[config.mk]
export PLATFORM = sky130hd
export DESIGN_NAME = open_list_pqueue
export DESIGN_NICKNAME = d
export VERILOG_FILES = /design/src/rtl/open_list_pqueue.sv
export SDC_FILE = /design/constraint.sdc
export NUM_CORES = 2
export LEC_CHECK = 0
export ABC_AREA = 1
export CORE_ASPECT_RATIO = 0.6
export CORE_MARGIN = 10
export CORE_UTILIZATION = 56
export DETAILED_ROUTE_END_ITERATION = 8
export GPL_ROUTABILITY_DRIVEN = 0
export GPL_TIMING_DRIVEN = 1
export MAX_ROUTING_LAYER = met4
export PLACE_DENSITY = 0.79
export SYNTH_ARGS = -nofsm -noshare
export SYNTH_HDL_FRONTEND = slang
export SYNTH_SLANG_ARGS = --single-unit
[constraint.sdc]
create_clock -name CLK -period 35.2 [get_ports CLK]
set_clock_uncertainty 0.1 [all_clocks]
set_input_delay 5.28 -clock CLK [delete_from_list [all_inputs] [get_ports CLK]]
set_output_delay 5.28 -clock CLK [all_outputs]
set_load 0.02 [all_outputs]
[src/rtl/open_list_pqueue.sv]
// Fully sorted register-based min-priority open list of (f,i,j) nodes for A*.
// Optional decrease-key merge on matching (i,j) is enabled by OLQ_DECREASE_KEY_EN.
module open_list_pqueue #(
    parameter int QUEUE_SIZE = 16,
    parameter int DATA_WIDTH = 32,
    parameter int MAP_WIDTH  = 16,
    parameter int MAP_HEIGHT = 16
) (
    input  logic                            CLK,
    input  logic                            RSTn,
    input  logic                            i_wrt,
    input  logic                            i_read,
    input  logic [DATA_WIDTH-1:0]           i_node_f,
    input  logic [MAP_WIDTH-1:0]            i_node_i,
    input  logic [MAP_HEIGHT-1:0]           i_node_j,
    output logic                            o_empty,
    output logic                            o_full,
    output logic [$clog2(QUEUE_SIZE+1)-1:0] o_count,
    output logic                            o_valid,
    output logic [DATA_WIDTH-1:0]           o_node_f,
    output logic [MAP_WIDTH-1:0]            o_node_i,
    output logic [MAP_HEIGHT-1:0]           o_node_j,
    output logic                            o_dup,
    output logic                            o_err
);
    localparam int CW = $clog2(QUEUE_SIZE+1);
`ifdef OLQ_DECREASE_KEY_EN
    localparam int IW = $clog2(QUEUE_SIZE);
`endif

    typedef struct packed {
        logic                  vld;
        logic [DATA_WIDTH-1:0] f;
        logic [MAP_WIDTH-1:0]  i;
        logic [MAP_HEIGHT-1:0] j;
    } entry_t;

    entry_t          r_q [QUEUE_SIZE];
    logic [CW-1:0]   r_count;
    logic            r_empty, r_full, r_valid, r_dup, r_err;
    logic [DATA_WIDTH-1:0] r_node_f;
    logic [MAP_WIDTH-1:0]  r_node_i;
    logic [MAP_HEIGHT-1:0] r_node_j;

    entry_t          w_b [QUEUE_SIZE];   // after pop
    entry_t          w_c [QUEUE_SIZE];   // after decrease-key removal
    entry_t          w_n [QUEUE_SIZE];   // after insert
    entry_t          w_new;
    logic            w_pop, w_ins, w_room, w_err, w_remove, w_drop;
    logic [CW-1:0]   w_pos, w_cnt_n;
`ifdef OLQ_DECREASE_KEY_EN
    logic            w_hit, w_better;
    logic [IW-1:0]   w_hit_idx;
`endif

    always_comb begin
        w_pop = i_read && !r_empty;
        for (int k = 0; k < QUEUE_SIZE-1; k++)
            w_b[k] = w_pop ? r_q[k+1] : r_q[k];
        w_b[QUEUE_SIZE-1] = w_pop ? '0 : r_q[QUEUE_SIZE-1];

        // The entry leaving this cycle is already gone from w_b, so it never matches.
`ifdef OLQ_DECREASE_KEY_EN
        w_hit     = 1'b0;
        w_hit_idx = '0;
        for (int k = 0; k < QUEUE_SIZE; k++) begin
            if (!w_hit && w_b[k].vld && w_b[k].i == i_node_i && w_b[k].j == i_node_j) begin
                w_hit     = 1'b1;
                w_hit_idx = IW'(k);
            end
        end
        w_better = w_hit && (i_node_f < w_b[w_hit_idx].f);
        w_remove = i_wrt && w_better;
        w_drop   = i_wrt && w_hit && !w_better;
        for (int k = 0; k < QUEUE_SIZE-1; k++)
            w_c[k] = (w_remove && IW'(k) >= w_hit_idx) ? w_b[k+1] : w_b[k];
        w_c[QUEUE_SIZE-1] = w_remove ? '0 : w_b[QUEUE_SIZE-1];
`else
        w_remove = 1'b0;
        w_drop   = 1'b0;
        for (int k = 0; k < QUEUE_SIZE; k++)
            w_c[k] = w_b[k];
`endif

        w_room = w_pop || !r_full || w_remove;
        w_ins  = i_wrt && !w_drop && w_room;
        w_err  = (i_read && r_empty) || (i_wrt && !w_drop && !w_room);

        // Counting "<=" places the new node behind all equal-f entries.
        w_pos = '0;
        for (int k = 0; k < QUEUE_SIZE; k++)
            if (w_c[k].vld && w_c[k].f <= i_node_f)
                w_pos = w_pos + CW'(1);

        w_new = '{vld: 1'b1, f: i_node_f, i: i_node_i, j: i_node_j};
        w_n[0] = (w_ins && w_pos == '0) ? w_new : w_c[0];
        for (int k = 1; k < QUEUE_SIZE; k++) begin
            if (!w_ins || CW'(k) < w_pos)
                w_n[k] = w_c[k];
            else if (CW'(k) == w_pos)
                w_n[k] = w_new;
            else
                w_n[k] = w_c[k-1];
        end

        w_cnt_n = r_count + CW'(w_ins) - CW'(w_pop) - CW'(w_remove);
    end

    always_ff @(posedge CLK or negedge RSTn) begin
        if (!RSTn) begin
            for (int k = 0; k < QUEUE_SIZE; k++)
                r_q[k] <= '0;
            r_count  <= '0;
            r_empty  <= 1'b1;
            r_full   <= 1'b0;
            r_valid  <= 1'b0;
            r_dup    <= 1'b0;
            r_err    <= 1'b0;
            r_node_f <= '0;
            r_node_i <= '0;
            r_node_j <= '0;
        end else begin
            for (int k = 0; k < QUEUE_SIZE; k++)
                r_q[k] <= w_n[k];
            r_count <= w_cnt_n;
            r_empty <= (w_cnt_n == '0);
            r_full  <= (w_cnt_n == CW'(QUEUE_SIZE));
            r_valid <= w_pop;
            r_dup   <= w_remove || w_drop;
            r_err   <= w_err;
            if (w_pop) begin
                r_node_f <= r_q[0].f;
                r_node_i <= r_q[0].i;
                r_node_j <= r_q[0].j;
            end
        end
    end

    assign o_count  = r_count;
    assign o_empty  = r_empty;
    assign o_full   = r_full;
    assign o_valid  = r_valid;
    assign o_dup    = r_dup;
    assign o_err    = r_err;
    assign o_node_f = r_node_f;
    assign o_node_i = r_node_i;
    assign o_node_j = r_node_j;

endmodule

### Yosys cells after proc, flatten, opt, wreduce, memory -nomap -nowiden

Index checks and enable logic that the tools add are counted.

| storage, ports and cells | value |
|---|---|
| RAM bits | 0 |
| ROM bits | 0 |
| bits of input ports | 68 |
| bits in latches | 0 |
| register bits | 1113 |
| word-level logic and storage cells | 244 |
| output and inout port bits | 74 |
| memories | 0 |

| cells by class | value |
|---|---|
| shifts and indexed selects | 0 |
| equal/unequal tests | 17 |
| multiplexer cells | 63 |
| div/mod/pow operators | 0 |
| $mul | 0 |
| bitwise operators | 0 |
| reductions and logical operators | 44 |
| add/sub/neg operators | 17 |
| $lt $le $gt $ge | 31 |

Operators with widths:

| cell | count |
|---|---|
| $mux 65 | 47 |
| $le 32x32->1 | 16 |
| $mux 5 | 15 |
| $add 5x1->5 const B | 14 |
| $eq 4x5->1 const A | 8 |
| $lt 4x5->1 const A | 8 |
| $logic_and 1x1->1 | 21 |
| $eq 3x5->1 const A | 4 |
| $lt 3x5->1 const A | 4 |
| $logic_or 1x1->1 | 17 |
| $eq 2x5->1 const A | 2 |
| $logic_not 5->1 | 2 |
| $lt 2x5->1 const A | 2 |
| $add 5x1->5 | 1 |
| $eq 1x5->1 const A | 1 |
| $eq 5x5->1 const B | 1 |
| $lt 1x5->1 const A | 1 |
| $sub 5x1->5 | 1 |
| $logic_not 1->1 | 4 |
| $add 1x1->2 const B | 1 |
| $ne 2x2->1 const B | 1 |
| $mux 1 | 1 |

### Logic depth before layout (Yosys ltp)

| logic depth | value |
|---|---|
| word-level depth | 39 |
| depth in mapped cells | 86 |
| gate-level depth less buffers | 78 |

### Worst setup path after synthesis

No wires, ideal clock.

| timing path | value |
|---|---|
| kind | input port to flip-flop |
| start point | input i_read |
| end point | register r_q[175] (netlist bit) |
| library setup time | 130 ps |
| data required time | 34970 ps |
| cell stages on the path | 77 |
| path buffers | 7 |
| arrival time | 17398 ps |
| setup slack | 17572 ps |
| path through | inv_2 nor2_2 inv_2 buf_2 clkbuf_1 clkbuf_1 clkbuf_1 clkbuf_1 nand2_1 o21ai_0 ha_1 a21oi_1 nor2_1 a211oi_1 o221ai_1 a221o_1 nand2_1 o2111ai_1 (+41 left out) inv_1 ha_1 or2_2 nand2_1 inv_1 ha_1 nand2_1 o21ai_1 ha_1 nand2_1 a21boi_2 inv_1 nor3_2 buf_2 clkbuf_1 nand3_1 nand3_1 o21ai_1 |

RTL lines:

| item | RTL line | RTL |
|---|---|---|
| start, declared | 12 | `input logic i_read,` |
| end signal, assigned by index | 124 | `r_q[k] <= w_n[k];` |
| end, declared | 38 | `entry_t r_q [QUEUE_SIZE];` |

==> impl_summary.log <==
INFO  metric std_cell_rows = around 110
INFO  metric cts_tree = yes
INFO  metric syn_avg_cell_area = between 6 and 7 um^2
INFO  metric max_slew_margin = 0.132
INFO  metric postCtsSetupRepairBufs = 0
INFO  metric detailedRoute.firstIterationViolations = 13.2k
INFO  metric crit_path_start_kind = primary input
INFO  metric final-setup-viol-count = 0
INFO  metric htree_levels = 3
INFO  metric ys_types = 65
INFO  metric grt_start_max_net_pins = around 230
INFO  metric post_synth_inst_count = roughly 12k
INFO  metric drc = 12
INFO  metric via_count_of_the_first_global_routing_pass = 77.0k
INFO  metric ys_seq_area_frac = 0.346
INFO  metric netlist_top_cells_area = sky130_fd_sc_hd__dfrtp_1 (35%), sky130_fd_sc_hd__nand2_1 (21%), sky130_fd_sc_hd__ha_1 (8.3%), sky130_fd_sc_hd__nand3_1 (7.9%), sky130_fd_sc_hd__o21ai_0 (7.5%)
INFO  metric insertion_delay_to_the_later_sink_of_the_worst_skew_pair = 810 ps
INFO  metric die-area = approximately 160000 um^2
INFO  metric synth_area_leader_cell = sky130_fd_sc_hd__dfrtp_1
INFO  metric global_route.overflow_total = 0
INFO  metric max_cap_viol_count = 0
INFO  metric timing.critical_path.fanout_max = 166
INFO  metric port-buffer-count = 140
INFO  metric synth.yosys.warnings = 0
INFO  metric dp_hpwl = 191 mm
INFO  metric slew_violations = 0
INFO  metric grtUsageTotal = 0.353
INFO  metric drive_above_1_share = 0.0591
INFO  metric rsz_0062_raised_after_global_routing = false
INFO  metric timing.critical_path.to_type = register
INFO  metric crit_path_top_delay_cell = sky130_fd_sc_hd__buf_4
INFO  metric yosys_register_bits = between 1k and 1.5k
INFO  metric maxClockFrequency = 43.3 MHz
INFO  metric critical-path-max-stage-delay = 940 ps
INFO  metric via_per_inst = 6.05
INFO  metric initial_antenna_violation_count = 10
INFO  metric die_h = 314 um
INFO  metric fin_setup_tns = 0 ps
INFO  metric tritoncts.num_buffers = 112
INFO  metric ys_dominant_reg_cell = sky130_fd_sc_hd__dfrtp_1
INFO  metric crit_family = simple AND/OR/NAND/NOR gates
INFO  metric first_pass_iters = 9
INFO  metric floorplan.initialDensity = 0.565
INFO  metric cts-root-to-sink-buffers = 3
INFO  metric final_layout_fill_cell_count = 13.0k
INFO  metric critical_path_s_most_frequent_cell = sky130_fd_sc_hd__nand2_1
INFO  metric synth_top_area_frac = 0.346
INFO  metric final.period_utilization = 0.655
INFO  metric synth.most_common_cell = sky130_fd_sc_hd__nand2_1
INFO  metric critical_path.n_buffers_inverters = 19
INFO  metric post_cts_clock_slew_at_the_launch_and_capture_registers_of_the_worst_setup_and_hold_paths = around 60 ps
INFO  metric cts-resized-gates = 0
INFO  metric clk_root_buffer_cell = sky130_fd_sc_hd__clkbuf_16
INFO  metric synth_enable_flop_cells = 0
INFO  metric run_status = finished with violations
INFO  metric path_class = in -> reg
INFO  metric postSynthNetCount = 12.6k
INFO  metric timing.final.crit_period = about 23000 ps
INFO  metric cp_data_required_time = 35790 ps
INFO  metric final_antenna_net_count = 0
INFO  metric die_width = 509 um
INFO  metric areaGrowthSynthToFinish = 6.69%
INFO  metric fp.coreArea = 142000 um^2
INFO  metric routedWlPerCell = approximately 21 um
INFO  metric final_nets = 12.2k
INFO  metric worstHoldPathType = reg -> reg
INFO  metric violations = DRC
INFO  metric wire_length_of_the_first_global_routing_pass = around 440 mm
INFO  metric synth-async-reset-ratio = 1.00
INFO  metric routed_wirelength = 285 mm
INFO  metric clock_sink_count = 1113
INFO  metric worst_slew_pin_slew = 1300 ps
INFO  metric ioPinCount = 142
INFO  metric report.final.hold_viol_count = 0
INFO  metric synth.top_cells.by_count = sky130_fd_sc_hd__nand2_1 (4517), sky130_fd_sc_hd__nand3_1 (1269), sky130_fd_sc_hd__o21ai_0 (1203)
INFO  metric cp.arrival = 23670 ps
INFO  metric post_cts_hold_buffer_count = 0
INFO  metric synth_area = 80500 um^2
INFO  metric via_count = 82.5k
placed cells by master, fill, tap and decap left out, drive strengths merged, types with 14 or more instances in the layout:
cell | synthesis | layout
nand3b | 107 | 107
clkdlybuf4s50 | 0 | 139
o21a | 18 | 18
nand2 | 4538 | 4538
o21ai | 1352 | 1352
dfrtp | 1112 | 1112
nand4 | 113 | 113
mux2i | 57 | 57
clkbuf | 409 | 162
nand3 | 1277 | 1277
a211oi | 21 | 21
o221ai | 14 | 14
buf | 396 | 162
nor2 | 285 | 285
inv | 1089 | 1093
ha | 532 | 532
clkinv | 36 | 71
nor4 | 15 | 15
nor3 | 24 | 24
or2 | 219 | 219
o211ai | 84 | 84
a21oi | 257 | 257
worst paths after layout:
check / start / end / slack (ps) / cells after the start
max: i_read / r_q[380]$_DFF_PN0_ / 12130 / 78
min: o_node_f[12]$_DFFE_PN0P_ / o_node_f[12]$_DFFE_PN0P_ / 370 / 2
max reg2reg: o_empty$_DFF_PN1_ / r_q[380]$_DFF_PN0_ / 16540 / 76
min reg2reg: o_node_f[12]$_DFFE_PN0P_ / o_node_f[12]$_DFFE_PN0P_ / 370 / 2
max in group asynchronous: RSTn / r_q[406]$_DFF_PN0_ / 26640 / 5
min in group asynchronous: RSTn / r_q[1028]$_DFF_PN0_ / 4450 / 1
cell type report:
type                            instances  area (um^2)  area share
Clock inverter                         46          520     0.00606
Tap cell                             1907         2390      0.0278
Sequential cell                      1113        27900       0.324
Antenna cell                           11         27.5    0.000321
Inverter                             1125         4240      0.0494
Clock buffer                          162         3250      0.0379
Multi-Input combinational cell       8971        44900       0.523
Timing Repair Buffer                  301         2690      0.0313
sequential cells by signal, indices dropped and copies added, names as in the netlist:
name      count
r_q        1040
o_empty       1
o_count       5
o_node_i     16
o_valid       1
o_node_f     32
o_node_j     16
o_err         1
o_full        1
worst register-to-register path, delay by kind of cell, from the launching register on:
family	cells	cell delay, ps
DFF	1	560
AOI/OAI and AO/OA	9	2080
buffers and inverters	17	5300
adders and majority gates	15	4360
and+or+nand+nor	35	6170
layer usage:
layer / global-route usage / share of wire / vias up
met3: 0.166 / 0.19 / 598
met5: - / 0 / -
met1: 0.502 / 0.42 / 37652
li1: - / - / 38128
met2: 0.443 / 0.37 / 6085
met4: 0.0819 / 0.021 / 0
cells by family after synthesis:
logic type,after synthesis,share of synthesized area
other,1,0.0000466
adders and majority gates,533,0.0830
and+or+nand+nor,6587,0.347
DFF,1113,0.346
muxes,57,0.00709
buffers and inverters,1930,0.0987
AOI/OAI and AO/OA,1788,0.118
xor gates and xnor gates,5,0.000544
metrics by stage:
stage                util  worst slack [ps]  std cells  hold WS [ps]  instance area (um^2)
finish              0.603             12130      13636           369                 85800
global placement    0.576             12160      13417           353                 82000
detailed placement  0.576             11840      13417           356                 82000
CTS                 0.603             12620      13625           371                 85800
floorplan               -             17570      12014           344                 80500
global route        0.603             11260      13636           389                 85800
Power is left out: the tool's default activity adds up to more than one toggle a clock period on the data nets, which glitch-free logic cannot reach.
